**src/rtl/hazard_ctrl.sv**
```systemverilog
// -----------------------------------------------------------------------------
// hazard_ctrl
//   Pipeline hazard controller: memory-wait stalls, taken-jump redirect with
//   multi-cycle ID/EX bubble insertion, and load-use stalls. Hold/flush/jump
//   outputs are combinational from the current state and inputs; the state,
//   the flush countdown and the two statistics counters are registered.
//
//   State table
//     state    | meaning
//     RUN      | normal flow; memory wait > jump > load-use
//     FLUSH    | inserting bubbles after an accepted jump; r_flush_rem left
//     MEM_WAIT | MEM-stage access outstanding; holds until ack
//     (3)      | unreachable; returns to RUN
//
//   Ports
//     clk, rst                      clock, async active-low reset
//     hc_jump_flag_in/addr_in       resolved taken jump and its target
//     hc_ex_load_in/write_addr_in   EX load flag and destination register
//     hc_id_reg{1,2}_addr/used_in   ID source registers and their use flags
//     hc_mem_req_in/ack_in          MEM-stage access handshake
//     hc_*_hold_out/flush_out       pipeline register control
//     hc_pc_jump_en/addr_out        PC redirect
//     hc_state_out                  FSM state
//     hc_stall_cnt_out              saturating count of pc_hold cycles
//     hc_flush_cnt_out              saturating count of accepted jumps
// -----------------------------------------------------------------------------
module hazard_ctrl #(
  parameter int FLUSH_CYCLES = 2
) (
  input  logic        clk,
  input  logic        rst,
  input  logic        hc_jump_flag_in,
  input  logic [31:0] hc_jump_addr_in,
  input  logic        hc_ex_load_in,
  input  logic [4:0]  hc_ex_write_addr_in,
  input  logic [4:0]  hc_id_reg1_addr_in,
  input  logic [4:0]  hc_id_reg2_addr_in,
  input  logic        hc_id_reg1_used_in,
  input  logic        hc_id_reg2_used_in,
  input  logic        hc_mem_req_in,
  input  logic        hc_mem_ack_in,
  output logic        hc_pc_hold_out,
  output logic        hc_if_id_hold_out,
  output logic        hc_if_id_flush_out,
  output logic        hc_id_ex_hold_out,
  output logic        hc_id_ex_flush_out,
  output logic        hc_pc_jump_en_out,
  output logic [31:0] hc_pc_jump_addr_out,
  output logic [1:0]  hc_state_out,
  output logic [15:0] hc_stall_cnt_out,
  output logic [15:0] hc_flush_cnt_out
);

  localparam logic [1:0] S_RUN      = 2'd0;
  localparam logic [1:0] S_FLUSH    = 2'd1;
  localparam logic [1:0] S_MEM_WAIT = 2'd2;

  // The accept cycle is the first bubble, so FLUSH covers the remainder.
  localparam logic [3:0] FLUSH_RELOAD = 4'(FLUSH_CYCLES - 1);

  logic [1:0]  r_state;
  logic [1:0]  w_state_nxt;
  logic [3:0]  r_flush_rem;
  logic [3:0]  w_flush_rem_nxt;
  logic [15:0] r_stall_cnt;
  logic [15:0] r_flush_cnt;
  logic        w_mem_wait;
  logic        w_load_use;
  logic        w_jump_acc;

  assign w_mem_wait = hc_mem_req_in & ~hc_mem_ack_in;

  // Register 0 is hardwired zero, so it can never carry a dependency.
  assign w_load_use = hc_ex_load_in && (hc_ex_write_addr_in != 5'd0) &&
                      ((hc_id_reg1_used_in && (hc_id_reg1_addr_in == hc_ex_write_addr_in)) ||
                       (hc_id_reg2_used_in && (hc_id_reg2_addr_in == hc_ex_write_addr_in)));

  always_comb begin
    hc_pc_hold_out     = 1'b0;
    hc_if_id_hold_out  = 1'b0;
    hc_if_id_flush_out = 1'b0;
    hc_id_ex_hold_out  = 1'b0;
    hc_id_ex_flush_out = 1'b0;
    hc_pc_jump_en_out  = 1'b0;
    w_jump_acc         = 1'b0;
    w_state_nxt        = r_state;
    w_flush_rem_nxt    = r_flush_rem;

    case (r_state)
      S_RUN, S_MEM_WAIT: begin
        // Once in MEM_WAIT only the ack matters; req may already have dropped.
        if ((r_state == S_RUN) ? w_mem_wait : !hc_mem_ack_in) begin
          hc_pc_hold_out    = 1'b1;
          hc_if_id_hold_out = 1'b1;
          hc_id_ex_hold_out = 1'b1;
          w_state_nxt       = S_MEM_WAIT;
        end else begin
          w_state_nxt = S_RUN;
          if (hc_jump_flag_in) begin
            w_jump_acc = 1'b1;
          end else if (w_load_use) begin
            hc_pc_hold_out     = 1'b1;
            hc_if_id_hold_out  = 1'b1;
            hc_id_ex_flush_out = 1'b1;
          end
        end
      end
      S_FLUSH: begin
        hc_if_id_flush_out = 1'b1;
        hc_id_ex_flush_out = 1'b1;
        if (w_mem_wait) begin
          // Count frozen while the pipe is held.
          hc_pc_hold_out    = 1'b1;
          hc_if_id_hold_out = 1'b1;
          hc_id_ex_hold_out = 1'b1;
        end else if (hc_jump_flag_in) begin
          w_jump_acc = 1'b1;
        end else if (r_flush_rem <= 4'd1) begin
          w_state_nxt     = S_RUN;
          w_flush_rem_nxt = 4'd0;
        end else begin
          w_flush_rem_nxt = r_flush_rem - 4'd1;
        end
      end
      default: begin
        w_state_nxt     = S_RUN;
        w_flush_rem_nxt = 4'd0;
      end
    endcase

    if (w_jump_acc) begin
      hc_pc_jump_en_out  = 1'b1;
      hc_if_id_flush_out = 1'b1;
      hc_id_ex_flush_out = 1'b1;
      if (FLUSH_CYCLES > 1) begin
        w_state_nxt     = S_FLUSH;
        w_flush_rem_nxt = FLUSH_RELOAD;
      end else begin
        w_state_nxt     = S_RUN;
        w_flush_rem_nxt = 4'd0;
      end
    end
  end

  assign hc_pc_jump_addr_out = hc_pc_jump_en_out ? hc_jump_addr_in : 32'd0;

  always_ff @(posedge clk or negedge rst) begin
    if (!rst) begin
      r_state     <= S_RUN;
      r_flush_rem <= 4'd0;
      r_stall_cnt <= 16'd0;
      r_flush_cnt <= 16'd0;
    end else begin
      r_state     <= w_state_nxt;
      r_flush_rem <= w_flush_rem_nxt;
      if (hc_pc_hold_out && (r_stall_cnt != 16'hFFFF)) begin
        r_stall_cnt <= r_stall_cnt + 16'd1;
      end
      if (w_jump_acc && (r_flush_cnt != 16'hFFFF)) begin
        r_flush_cnt <= r_flush_cnt + 16'd1;
      end
    end
  end

  assign hc_state_out     = r_state;
  assign hc_stall_cnt_out = r_stall_cnt;
  assign hc_flush_cnt_out = r_flush_cnt;

endmodule

```
**config.mk**
```make
export PLATFORM = sky130hd
export DESIGN_NAME = hazard_ctrl
export DESIGN_NICKNAME = d
export VERILOG_FILES = /design/src/rtl/hazard_ctrl.sv
export SDC_FILE = /design/constraint.sdc
export NUM_CORES = 1
export LEC_CHECK = 0
export ABC_AREA = 1
export BUFFER_PORTS_ARGS = -buffer_cell sky130_fd_sc_hd__buf_2
export CORE_MARGIN = 2
export CORE_UTILIZATION = 48
export CTS_CLUSTER_DIAMETER = 200
export DETAILED_ROUTE_END_ITERATION = 8
export PLACE_DENSITY = 0.8
export SLEW_MARGIN = 20
export SYNTH_ARGS = -nofsm -noshare
export SYNTH_HDL_FRONTEND = slang
export SYNTH_SLANG_ARGS = --single-unit
export TNS_END_PERCENT = 10
```
**constraint.sdc**
```tcl
create_clock -name clk -period 1.93 [get_ports clk]
set_input_delay 0.2895 -clock clk [delete_from_list [all_inputs] [get_ports clk]]
set_output_delay 0.2895 -clock clk [all_outputs]
set_load 0.1 [all_outputs]
```
==> Word level (Yosys, flattened, before mapping) <==
Cells that the tools add are included.
{ "totals": {"reg_bits": 38, "out_inout_bits": 72, "word_cells": 63} }
{ "classes": {"add_sub_neg": 3, "order_cmp": 1, "eq_ne": 10, "mux": 30, "bitwise": 2, "reduce_logical": 13} }
{ "ops": {"columns": ["operator", "n"], "rows": [
  ["$add 16x1->16 const B", 2],
  ["$mux 32", 1],
  ["$ne 16x16->1 const B", 2],
  ["$mux 4", 4],
  ["$mux 1", 14],
  ["$eq 5x5->1", 2],
  ["$mux 2", 5],
  ["$ne 3x3->1 const B", 3],
  ["$pmux 1 s2", 4],
  ["$pmux 4 s2", 1],
  ["$logic_and 1x1->1", 6],
  ["$reduce_and 3->1", 2],
  ["$reduce_bool 5->1", 1],
  ["$le 4x1->1 const B", 1],
  ["$pmux 2 s2", 1],
  ["$sub 4x1->4 const B", 1],
  ["$eq 2x1->1 const B", 1],
  ["$eq 2x2->1 const B", 1],
  ["$logic_not 2->1", 1],
  ["$ne 2x2->1 const B", 1],
  ["$reduce_or 2->1", 1],
  ["$and 1x1->1", 1],
  ["$logic_not 1->1", 1],
  ["$logic_or 1x1->1", 1],
  ["$not 1->1", 1]
]} }

==> Depth between registers and ports, before layout <==
{ "logic_depth": {"word_depth": 9, "mapped_depth": 12, "mapped_depth_nobuf": 11} }

==> Least setup slack after synthesis <==
Ideal clock, no wire load.
{ "synth_path": {"kind": "register -> output", "start": "register r_state[0] (netlist: hc_state_out[0])", "end": "output hc_pc_jump_addr_out[22]", "arrival_ps": 3293, "slack_ps": -1653, "path_stages_with_launch": 8, "n_path_buf": 1, "path_cell_list": "dfrtp_1 > inv_4 > nor2_4 > nand3_1 > nand2_4 > inv_2 > buf_2 > nor2_1"} }
{ "synth_between": {"elab_chain_len": 6, "elab_cells_between_ends": 9} }
{ "synth_rtl": {"columns": ["item", "line", "text"], "rows": [
  ["start: declaration", "61", "logic [1:0] r_state;"],
  ["start signal: assignment", "154", "r_state <= w_state_nxt;"],
  ["$logic_not 2->1", "89, 92", null],
  ["$mux 1 (2 in series)", "92", "if ((r_state == S_RUN) ? w_mem_wait : !hc_mem_ack_in) begin"],
  ["$pmux 1 s2 (*)", "89", "case (r_state)"],
  ["$mux 1 (*)", "131", "if (w_jump_acc) begin"],
  ["net hc_pc_jump_en_out", "47", "output logic hc_pc_jump_en_out,"],
  ["$mux 32 (*)", "145", "assign hc_pc_jump_addr_out = hc_pc_jump_en_out ? hc_jump_addr_in : 32'd0;"],
  ["end: declaration", "48", "output logic [31:0] hc_pc_jump_addr_out,"]
]} }
The timed path passes the listed nets; every way through them passes the cells marked *.

==> Worst setup path in the final report <==
{ "layout_path": {"start": "register r_state[0] (netlist: hc_state_out[0])", "end": "output hc_pc_jump_addr_out[27]"} }
{ "layout_between": {"elab_chain_len": 6, "elab_cells_between_ends": 9} }
{ "layout_rtl": {"columns": ["item", "line"], "rows": [
  ["$logic_not 2->1", "89, 92"],
  ["$mux 1 (2 in series)", "92"],
  ["$pmux 1 s2 (*)", "89"],
  ["$mux 1 (*)", "131"],
  ["$mux 32 (*)", "145"]
]} }
Mark *: on every way between the ends. The rest lies on a longest branch, timed or not.

==> run_results.csv <==
group,metric,value,unit
routing,post_drt_wl_per_cell,14.3,µm
worst_setup_path,critPathKind,"flop to output pin",
global_routing,grt_pass1_vias,3194,
cts,clk_pin_slew_worst_paths,0.08,ns
cts,cts_tree,"done",
power,vdd_drop_max,0.00150,V
routing,drc_errors,0,
timing,tightest_slew,0.504,ns
power,p_leak,2.44,nW
power,p_sw_share,59.1,%
die,fp.dieW,81.7,µm
timing,finalCritPeriodShare,110,%
routing,ant_nets,0,
synth,synth_top_area_cell,"dfrtp_1",
layout,n_antenna_cell,0,
synth,yosysWarnings,0,
synth,synth_seq_area_share,32.8,%
power,power.total,0.00789,W
layout,syn_to_final_growth,66.4,%
layout,seqCellArea,960,µm²
synth,synth_most_common_cell,"nand2_1",
timing,whs,0.399,ns
die,die_h,81.7,µm
cts,h-tree-depth,2,
power,clock_power_share,10.7,%
layout,drive_above_1_share,40.1,%
worst_setup_path,endpoint_kind,"output pin",
synth,ys_ff_latch,38,
synth,synthTopCellsByCount,"nand2_1, inv_1, nor2_1",
global_routing,grt_max_degree,19,
routing,drt_iter0_drc,153,
placement,gp_routability_congestion,0.892,
timing,drv_slew,0,
timing,rsz0062_at_grt,"true",
layout,fillers,359,
synth,synth_area_leaders,"dfrtp_1, nand2_1, inv_1",
die,start_util,49.2,%
cts,cts_buffer_depth,2,
synth,synth_top_area_share,32.8,%
timing,fmax,0.472,GHz
worst_setup_path,path_max_fanout,9,
global_routing,grt_overflow,0,
worst_setup_path,cp.arrival,1.83,ns
synth,synth_edf_count,0,
die,rows,28,
power,power_frac_comb,73.7,%
synth,syn_area,2900,µm²
cts,clock_latency,0.29,ns
placement,pre_cts_ws,0.0433,ns
worst_setup_path,crit_required,1.64,ns
global_routing,track_usage,28.5,%
layout,nNetsFinal,621,
routing,dr.pass1.iters,4,
power,pwr-share-seq,15.6,%
run,cap_violations,0,
layout,multi_input_area,1860,µm²
outcome,failed_checks,"setup timing",
power,pwr_density_cell,1640,nW/µm²
worst_setup_path,cp-start-kind,"flop",
layout,final_util,81.9,%
timing,hold_violations,0,
synth,synthesis.instances,419,
worst_setup_path,regToRegSetupSlack,0.08,ns
synth,synth_nets,478,
timing,slew_headroom,66.6,%
power,switchingPower,0.00466,W
cts,cts_root_buf,"clkbuf_8",
synth,syn_area_per_cell,6.92,µm²
die,core,5890,µm²
routing,vias_per_cell,5.03,
cts,cts-buffers-inserted,5,
hold_path,min_path_type,"input pin to flop",
timing,layout_min_cycle_time,2.12,ns
synth,ys.flop_type,"dfrtp_1",
synth,yosysUniqueCellTypes,31,
cts,cts.sinks,38,
die,die_area,6670,µm²
global_routing,antenna_found_initial,0,
power,p_int,0.00322,W
synth,synthArstFlopShare,100,%
layout,finalNonFillerCells,638,
die,ios,127,
routing,via_count,3209,
placement,io_buffers,126,
placement,place_hpwl,6490,µm
routing,routed_wl,9110,µm
placement,dp.cells,618,
global_routing,grt_pass1_wl,14800,µm
timing,finalSetupViolations,36,
timing,clock_skew,0.00367,ns
outcome,outcome,"finished, violations left",
timing,layout_setup_ws,-0.189,ns
==> layer usage <==
metal	track usage, %	wire length [µm]
met1	31.9	3460
met2	53.0	4760
met3	6.15	690
met4	10.3	200
met5	0	0
==> area by class of cell <==
class,count,area share (%)
flip-flops and latches,38,19.9
clock buffers,6,1.71
well taps,75,1.95
clock inverters,2,1.25
inverters,85,7.32
repair inverters,2,0.649
multi-input cells,288,38.6
repair buffers,142,28.7
==> cells by family (layout without fill, tap and decap cells) <==
| group | count (synthesis) | in the layout | synth area share, % |
|---|---|---|---|
| xor+xnor | 28 | 28 | 8.46 |
| compound gates | 17 | 17 | 4.32 |
| flops | 38 | 38 | 32.8 |
| simple gates | 239 | 239 | 39.0 |
| fa+ha+maj | 4 | 4 | 1.73 |
| buf+inv | 93 | 237 | 13.7 |
==> worst max-delay path, stage by stage (launching register included) <==
cell	delay, ns
dfrtp_4	0.51
inv_6	0.09
nand2_4	0.05
o21ai_4	0.15
nand3_4	0.12
nand2_8	0.13
buf_12	0.13
inv_16	0.05
nor2_4	0.11
buf_12	0.18
==> power groups by stage <==
stage | combinational, W | clock, W | sequential, W
CTS | 0.00575 | 0.000858 | 0.00122
finish | 0.00581 | 0.000842 | 0.00123
detailed placement | 0.00541 | 0 | 0.00124
global placement | 0.00534 | 0 | 0.00123
global route | 0.00608 | 0.000884 | 0.00126
floorplan | 0.00305 | 0 | 0.00234
==> worst paths after layout <==
kind	start	endpoint	depth (start not counted)
worst max-delay path	hc_state_out[0]	hc_pc_jump_addr_out[27]	9
worst min-delay path	hc_mem_req_in	hc_state_out[0]	3
worst max register to register	hc_state_out[0]	hc_flush_cnt_out[2]	11
worst min register to register	r_flush_rem[1]	r_flush_rem[1]	2
max in group asynchronous	rst	hc_state_out[1]	3
min in group asynchronous	rst	hc_stall_cnt_out[1]	2
==> cells in the final DEF, fill, tap and decap left out, drive strengths merged, types with 11 or more instances in the layout <==
cell	Yosys	layout
inv	85	86
buf	8	141
o21ai	16	16
dfrtp	38	38
nand3	37	37
xor2	19	19
nand2	115	115
nor3	18	18
nand4	11	11
nor2	56	56
==> through the flow <==
| stage | TNS (ns) | instance area [µm²] |
|---|---|---|
| 6_report | -6.09 | 4820 |
| 5_1_grt | -8.05 | 4820 |
| 4_1_cts | -6.13 | 4780 |
| 3_5_place_dp | 0 | 4470 |
| 3_3_place_gp | 0 | 4470 |
| 2_1_floorplan | -27.05 | 3260 |
==> repair_timing <==
| item | 4_1_cts | 5_1_grt |
|---|---|---|
| gates resized for setup | 10 | 6 |
| endpoints found under the setup margin | 36 | 55 |
| gates cloned | 2 | 0 |
| setup buffers | 8 | 1 |
| pin swaps | 7 | 2 |
| hold buffers | 1 | 0 |
| hold endpoints to repair | 12 | 0 |
==> registers in the layout, summed over array words and instances (netlist names) <==
signal / flops
hc_state_out: 2
hc_flush_cnt_out: 16
r_flush_rem: 4
hc_stall_cnt_out: 16
No activity file was read; power rests on OpenSTA's default activity.
